File: config.mk
export PLATFORM = sky130hd
export DESIGN_NAME = mem_port_arbiter
export DESIGN_NICKNAME = d
export VERILOG_FILES = /design/src/rtl/mem_port_arbiter.sv
export SDC_FILE = /design/constraint.sdc
export NUM_CORES = 1
export LEC_CHECK = 0
export CAP_MARGIN = 10
export CELL_PAD_IN_SITES_DETAIL_PLACEMENT = 1
export CELL_PAD_IN_SITES_GLOBAL_PLACEMENT = 1
export CORE_MARGIN = 2
export CORE_UTILIZATION = 11
export CTS_BUF_LIST = sky130_fd_sc_hd__clkbuf_4
export DETAILED_ROUTE_END_ITERATION = 10
export PLACE_DENSITY_LB_ADDON = 0.1
export SETUP_SLACK_MARGIN = 0.5
export SLEW_MARGIN = 20
export SYNTH_ARGS = -nofsm -noshare
export SYNTH_HDL_FRONTEND = slang
export SYNTH_SLANG_ARGS = --single-unit
File: constraint.sdc
create_clock -name clk -period 1.4 [get_ports clk]
set_input_delay 0.14 -clock clk [delete_from_list [all_inputs] [get_ports clk]]
set_output_delay 0.14 -clock clk [all_outputs]
set_load 0.005 [all_outputs]
File: src/rtl/mem_port_arbiter.sv
// mem_port_arbiter: 2:1 arbiter for the 32-bit valid/ready memory port.
// m0 = instruction fetch, m1 = load/store, s_* = shared downstream slave.
// Grant is registered and held for the whole transaction (no preemption).
// Optional watchdog abort is enabled by defining MEM_ARB_TIMEOUT_EN.
module mem_port_arbiter #(
  parameter int unsigned FIXED_PRIO     = 0,
  parameter int unsigned TIMEOUT_CYCLES = 256
) (
  input  logic        clk,
  input  logic        rst,
  input  logic        m0_valid,
  output logic        m0_ready,
  input  logic        m0_write_en,
  input  logic [31:0] m0_addr,
  output logic [31:0] m0_rdata,
  input  logic [31:0] m0_wdata,
  input  logic [3:0]  m0_byte_en,
  input  logic        m1_valid,
  output logic        m1_ready,
  input  logic        m1_write_en,
  input  logic [31:0] m1_addr,
  output logic [31:0] m1_rdata,
  input  logic [31:0] m1_wdata,
  input  logic [3:0]  m1_byte_en,
  output logic        s_valid,
  input  logic        s_ready,
  output logic        s_write_en,
  output logic [31:0] s_addr,
  output logic [31:0] s_wdata,
  output logic [3:0]  s_byte_en,
  input  logic [31:0] s_rdata
`ifdef MEM_ARB_TIMEOUT_EN
  ,
  output logic        timeout_o
`endif
);

  typedef enum logic [1:0] {IDLE, GNT0, GNT1} state_t;

  localparam logic [31:0] ABORT_RDATA = 32'hDEAD_BEEF;

  // Reject a watchdog limit too small to give the slave a single cycle
  if (TIMEOUT_CYCLES < 2) begin : g_bad_timeout
    $error("TIMEOUT_CYCLES must be >= 2");
  end

  state_t state;
  logic   last_gnt;
  logic   gnt_valid;
  logic   abort;
  logic   done;

  // Arbitration decision shared by IDLE and by back-to-back completion
  function automatic state_t pick(input logic v0, input logic v1, input logic lg);
    if (v0 && v1)  return ((FIXED_PRIO != 0) || lg) ? GNT0 : GNT1;
    else if (v0)   return GNT0;
    else if (v1)   return GNT1;
    else           return IDLE;
  endfunction

  // Valid of whichever master currently holds the grant
  always_comb begin
    gnt_valid = 1'b0;
    case (state)
      GNT0:    gnt_valid = m0_valid;
      GNT1:    gnt_valid = m1_valid;
      default: gnt_valid = 1'b0;
    endcase
  end

`ifdef MEM_ARB_TIMEOUT_EN
  localparam int unsigned CNT_W = (TIMEOUT_CYCLES > 2) ? $clog2(TIMEOUT_CYCLES) : 1;
  logic [CNT_W-1:0] cnt;

  assign abort     = gnt_valid && !s_ready && (cnt == CNT_W'(TIMEOUT_CYCLES - 1));
  assign timeout_o = abort;

  // Watchdog: clears on grant entry, counts stalled granted cycles
  always_ff @(posedge clk or posedge rst) begin
    if (rst)                                   cnt <= '0;
    else if ((state == IDLE) || !gnt_valid || done) cnt <= '0;
    else                                       cnt <= cnt + CNT_W'(1);
  end
`else
  assign abort = 1'b0;
`endif

  assign done = gnt_valid && (s_ready || abort);

  // Grant FSM: chooses the next owner on idle or on completion
  always_ff @(posedge clk or posedge rst) begin
    if (rst) begin
      state    <= IDLE;
      last_gnt <= 1'b1;
    end else begin
      case (state)
        IDLE: state <= pick(m0_valid, m1_valid, last_gnt);
        GNT0: begin
          if (!m0_valid) begin
            state <= IDLE;
          end else if (done) begin
            last_gnt <= 1'b0;
            if (FIXED_PRIO != 0) state <= pick(m0_valid, m1_valid, 1'b0);
            else                 state <= pick(m0_valid && !m1_valid, m1_valid, 1'b0);
          end
        end
        GNT1: begin
          if (!m1_valid) begin
            state <= IDLE;
          end else if (done) begin
            last_gnt <= 1'b1;
            if (FIXED_PRIO != 0) state <= pick(m0_valid, m1_valid, 1'b1);
            else                 state <= pick(m0_valid, m1_valid && !m0_valid, 1'b1);
          end
        end
        default: state <= IDLE;
      endcase
    end
  end

  // Datapath mux: the granted master sees the slave, everything else is zero
  always_comb begin
    s_valid    = 1'b0;
    s_write_en = 1'b0;
    s_addr     = '0;
    s_wdata    = '0;
    s_byte_en  = '0;
    m0_ready   = 1'b0;
    m0_rdata   = '0;
    m1_ready   = 1'b0;
    m1_rdata   = '0;
    case (state)
      GNT0: begin
        s_valid    = m0_valid && !abort;
        s_write_en = m0_write_en;
        s_addr     = m0_addr;
        s_wdata    = m0_wdata;
        s_byte_en  = m0_byte_en;
        m0_ready   = s_ready || abort;
        m0_rdata   = abort ? ABORT_RDATA : s_rdata;
      end
      GNT1: begin
        s_valid    = m1_valid && !abort;
        s_write_en = m1_write_en;
        s_addr     = m1_addr;
        s_wdata    = m1_wdata;
        s_byte_en  = m1_byte_en;
        m1_ready   = s_ready || abort;
        m1_rdata   = abort ? ABORT_RDATA : s_rdata;
      end
      default: ;
    endcase
  end

endmodule

Word level (Yosys, flattened, before mapping):

Cells that the tools add are included.

* flip-flop bits (word level): 3
* output and inout port bits: 136

* reductions and logical operators: 12
* mux-type cells: 28
* equality and inequality tests: 8

Operator list (count)
* $pmux 32 s2: 2
* $mux 32: 2
* $mux 2: 13
* $ne 2x2->1 const B: 4
* $pmux 4 s2: 1
* $logic_and 1x1->1: 6
* $mux 1: 6
* $ne 3x3->1 const B: 2
* $pmux 1 s2: 3
* $pmux 2 s3: 1
* $reduce_and 5->1: 1
* $eq 2x1->1 const B: 1
* $eq 2x2->1 const B: 1
* $logic_not 1->1: 2
* $logic_not 2->1: 1
* $reduce_and 2->1: 1
* $reduce_bool 2->1: 1

Longest topological paths before layout:

Gate-level depths: netlist of the first run.

* word-level depth: 8
* gate-level depth with buffers: 7
* gate-level depth less buffers: 5

Least setup slack after synthesis of the first run:

OpenSTA, ideal clock, no wires.

* path type: reg-to-reg
* from: register state[0]
* to: register state[1]
* setup time: 128 ps
* arrival time: 1377 ps
* setup slack: -104 ps
* period minus slack after synthesis: 1504 ps
* cell stages (with the launch flop): 6
* data required time: 1272 ps
* path through: dfrtp_1 -> inv_1 -> ha_1 -> buf_2 -> a21oi_1 -> mux2_1

* cells in the longest elaborated chain, start to end: 5
* elaborated cells on any way between the ends: 9
* those cells by class: eq/ne: 4; mux: 2; reduce/logical: 3

Ends and longest elaborated chain
* start: declaration: line 47 `state_t state;`
* start signal: assignment: line 97 `IDLE: state <= pick(m0_valid, m1_valid, last_gnt);`
* start signal: assignment: line 103 `if (FIXED_PRIO != 0) state <= pick(m0_valid, m1_valid, 1'b0);`
* start signal: assignment: line 104 `else state <= pick(m0_valid && !m1_valid, m1_valid, 1'b0);`
* $eq 2x2->1 or $eq 2x1->1 (tied branches): line 64, 96
* $pmux 1 s2: line 64 `case (state)`
* $logic_and 1x1->1: line 88 `assign done = gnt_valid && (s_ready || abort);`
* $ne 3x3->1 (no line)
* $reduce_and 2->1 (no line)

Several ways; a longest one is shown, not always the timed one.
A chain may end at the register's enable or synchronous reset.

Worst setup path after layout of the first run:

Ends and elaborated chain as after synthesis.

==> results_dict.tcl, run 1 <==
set metrics [dict create \
    hold_viol 0 \
    tritoncts_num_sinks 3 \
    start_util_pct 11.3 \
    setup_slack_ns -0.482 \
    die_h_um 132 \
    syn_to_final_growth_pct 289 \
    ff2ff_path_depth 9 \
    fp-row-count 46 \
    setup_violations 139 \
    slew_viol_final 0 \
    crit_required_ns 1.52 \
    yosys-top-cells-count "nor2b_1 (70), a22oi_1 (69), and2_1 (66)" \
    clkTransAtPathRegs_ns 0.04 \
    synth_seq_area_share_pct 4.23 \
    nets 824 \
    path_max_fanout 6 \
    total_power_w 0.0122 \
    synth.most_common_cell "nor2b_1" \
    place.gp.congestion 0.720 \
    seq_power_share_pct 1.3 \
    violations "negative setup slack" \
    synth_cells 265 \
    synth_top_flop_cell "dfrtp_1" \
    fin_crit_ns 1.88 \
    tightest_slew_ns 0.333 \
    ys_ff_latch 3 \
    die_w_um 132 \
    p_sw_w 0.00452 \
    clk_latency_ns 0.24 \
    syn_area_per_cell_um2 6.80 \
    p_int_w 0.00770 \
    vias_per_cell 4.17 \
    synth_cell_type_count 24 \
    grt_pass1_wl_um 23700 \
    rsz0062_at_grt "yes" \
    switching_share_pct 37.0 \
    drt_wl_total_um 17000 \
    placed_cells 775 \
    drive_gt1_share_pct 59.5 \
    regToRegSetupSlack_ns -0.48 \
    drtIter0Drc 52 \
    synth_edf_count 0 \
    remaining_drc_errors 0 \
    p_comb_share_pct 97.2 \
    leakage_nw 2.92 \
    r2r-end "state[1]" \
    max_slew_margin_pct 77.7 \
    tritoncts "built" \
    yosys.area.top_type_share_pct 28.7 \
    place_area_mm2 0.00533 \
    final_area_mm2 0.00702 \
    core_area_mm2 0.0159 \
    ys_warn_count 0 \
    min-delay-path-class "primary input to asynchronous set/reset pin" \
    synthesis.area_mm2 0.00180 \
    grt_overflow 0 \
    yosysTopAreaCell "a22oi_1" \
    holdBufCountCts 0 \
    grt_pass1_vias 3879 \
    arrival_ns 2.00 \
    outcome "complete, but fails checks" \
    avgRoutedWirePerCell_um 19.7 \
    path_cells "inv_2 -> ha_4 -> buf_6 -> buf_8 -> buf_16 -> a22oi_2 -> buf_4 -> a21oi_4 -> mux2_4" \
    r2r_start "state[0]" \
    async_flop_share_pct 100 \
    grt_start_max_net_pins 33 \
    fin_skew_ns 0.00627 \
    hpwlAfterDp_um 10300 \
    antenna_left 0 \
    pwr-share-clk_pct 1.5 \
    final_cells 861 \
    port_buffers 310 \
    firstDrtPassIters 4 \
    vias 3594 \
    cts_buffers 3 \
    path_class "flop to flop" \
    ys_top_cells_by_area "a22oi_1 (29%), nor2b_1 (24%), and2_1 (23%), buf_2 (3.9%), dfrtp_1 (2.8%)" \
    htreeDepth 1 \
    io-pin-count 311 \
    powerDensity_mw_per_mm2 1740 \
    crit_slowest_cell "dfrtp_1" \
    root_buffer "clkbuf_4" \
    critPathCaptureType "flop" \
    ir_drop_mv 0.669 \
    synth_nets 444 \
    critPathLaunchType "flop" \
    cap_violations 0 \
    grt.total_usage_pct 17.4 \
    dieArea_mm2 0.0174 \
    tns_ns -53.16 \
    finalCritPeriodShare_pct 134 \
    dp_slack_ns -0.461 \
    antenna_found_initial 1 \
    fmax_mhz 531 \
    cts_buffer_depth 2 \
    cp_slowest_stage_delay_ns 0.40 \
]
## repair_timing
item,4_1_cts,5_1_grt
setup endpoints to repair,139,139
setup buffers,43,7
gates cloned,22,9
resized for setup,674,108
pin swaps,33,16
## area by class of cell
class | count | area, µm²
diodes | 1 | 2.50
clock buffers | 4 | 30.0
fillers | 1769 | 8930
inverters | 5 | 23.8
multi-input cells | 225 | 2120
flip-flops and latches | 3 | 76.3
well taps | 216 | 270
repair buffers | 407 | 4490
## registers in the layout (all words and copies together), names as in the netlist
| name | cells |
|---|---|
| last_gnt | 1 |
| state | 2 |
## routing by layer
metal,GRT usage [%],routed length (µm),vias up
li1,-,-,1702
met1,18.1,5970,1695
met2,35.8,9700,187
met3,3.65,1130,10
met4,2.72,157,0
met5,0,0,-
## placed cells by master, fill, tap and decap left out, types with 2 or more instances in the layout
cell and n:
buf_16 22, nor2b_2 7, clkbuf_16 7, dfrtp_1 2, and2_4 55, nand2b_1 3
clkdlybuf4s50_1 174, clkbuf_2 6, buf_4 14, clkbuf_4 4, buf_8 9, a22oi_2 69
buf_6 80, buf_12 20, and2_1 11, clkdlybuf4s15_2 4, nor2b_4 3, buf_2 71
ha_4 3, nor2b_1 60, inv_2 3
## worst max path at each step
stage | depth (start not counted) | slack (ns) | startpoint | end
2_1_floorplan | 6 | 0.002 | state[1] | state[1]
6_report | 9 | -0.48 | state[0] | state[1]
3_5_place_dp | 6 | -0.46 | state[1] | s_wdata[10]
4_1_cts | 8 | -0.48 | state[0] | s_addr[14]
5_1_grt | 10 | -0.57 | state[0] | state[0]
3_3_place_gp | 6 | -0.43 | state[1] | s_wdata[30]
## power groups by stage
stage               Combinational [W]  Clock, W  Sequential [W]
detailed placement            0.00681         0        0.000167
floorplan                     0.00337         0        0.000160
finish                         0.0119  0.000182        0.000163
global placement              0.00678         0        0.000164
CTS                            0.0101  0.000181        0.000157
global route                   0.0126  0.000198        0.000169
## through the flow
step                      hold slack (ns)  utilization (%)
final                              0.0743             44.0
after floorplan                    -0.107                -
after detailed placement            0.338             33.4
after global placement              0.336             33.4
after global routing               0.0990             44.0
after CTS                          0.0836             40.4
## critical path, delay by kind of cell (launching register included)
kind                     cells  cell delay, ns
AO/OA/AOI/OAI                2            0.19
adder cells (fa/ha/maj)      1            0.17
buffers and inverters        5            0.69
flip-flops                   1            0.40
multiplexers                 1            0.31
## logic make-up (layout without fill, tap and decap cells)
kind of cell	after synthesis	count (layout)	synth area share (%)
AND/OR/NAND/NOR	143	143	49.5
AO/OA/AOI/OAI	76	76	31.8
buffers and inverters	37	416	10.5
adder cells (fa/ha/maj)	4	4	2.78
flip-flops	3	3	4.23
multiplexers	2	2	1.18
other	0	1	0
No activity file was read; power rests on OpenSTA's default activity.
==> inputs of run 2 (changes only) <==
- CTS_CLUSTER_DIAMETER: default -> 40
==> results of run 2 <==
No change in the layout: final DEF, timing and power equal those of run 1.
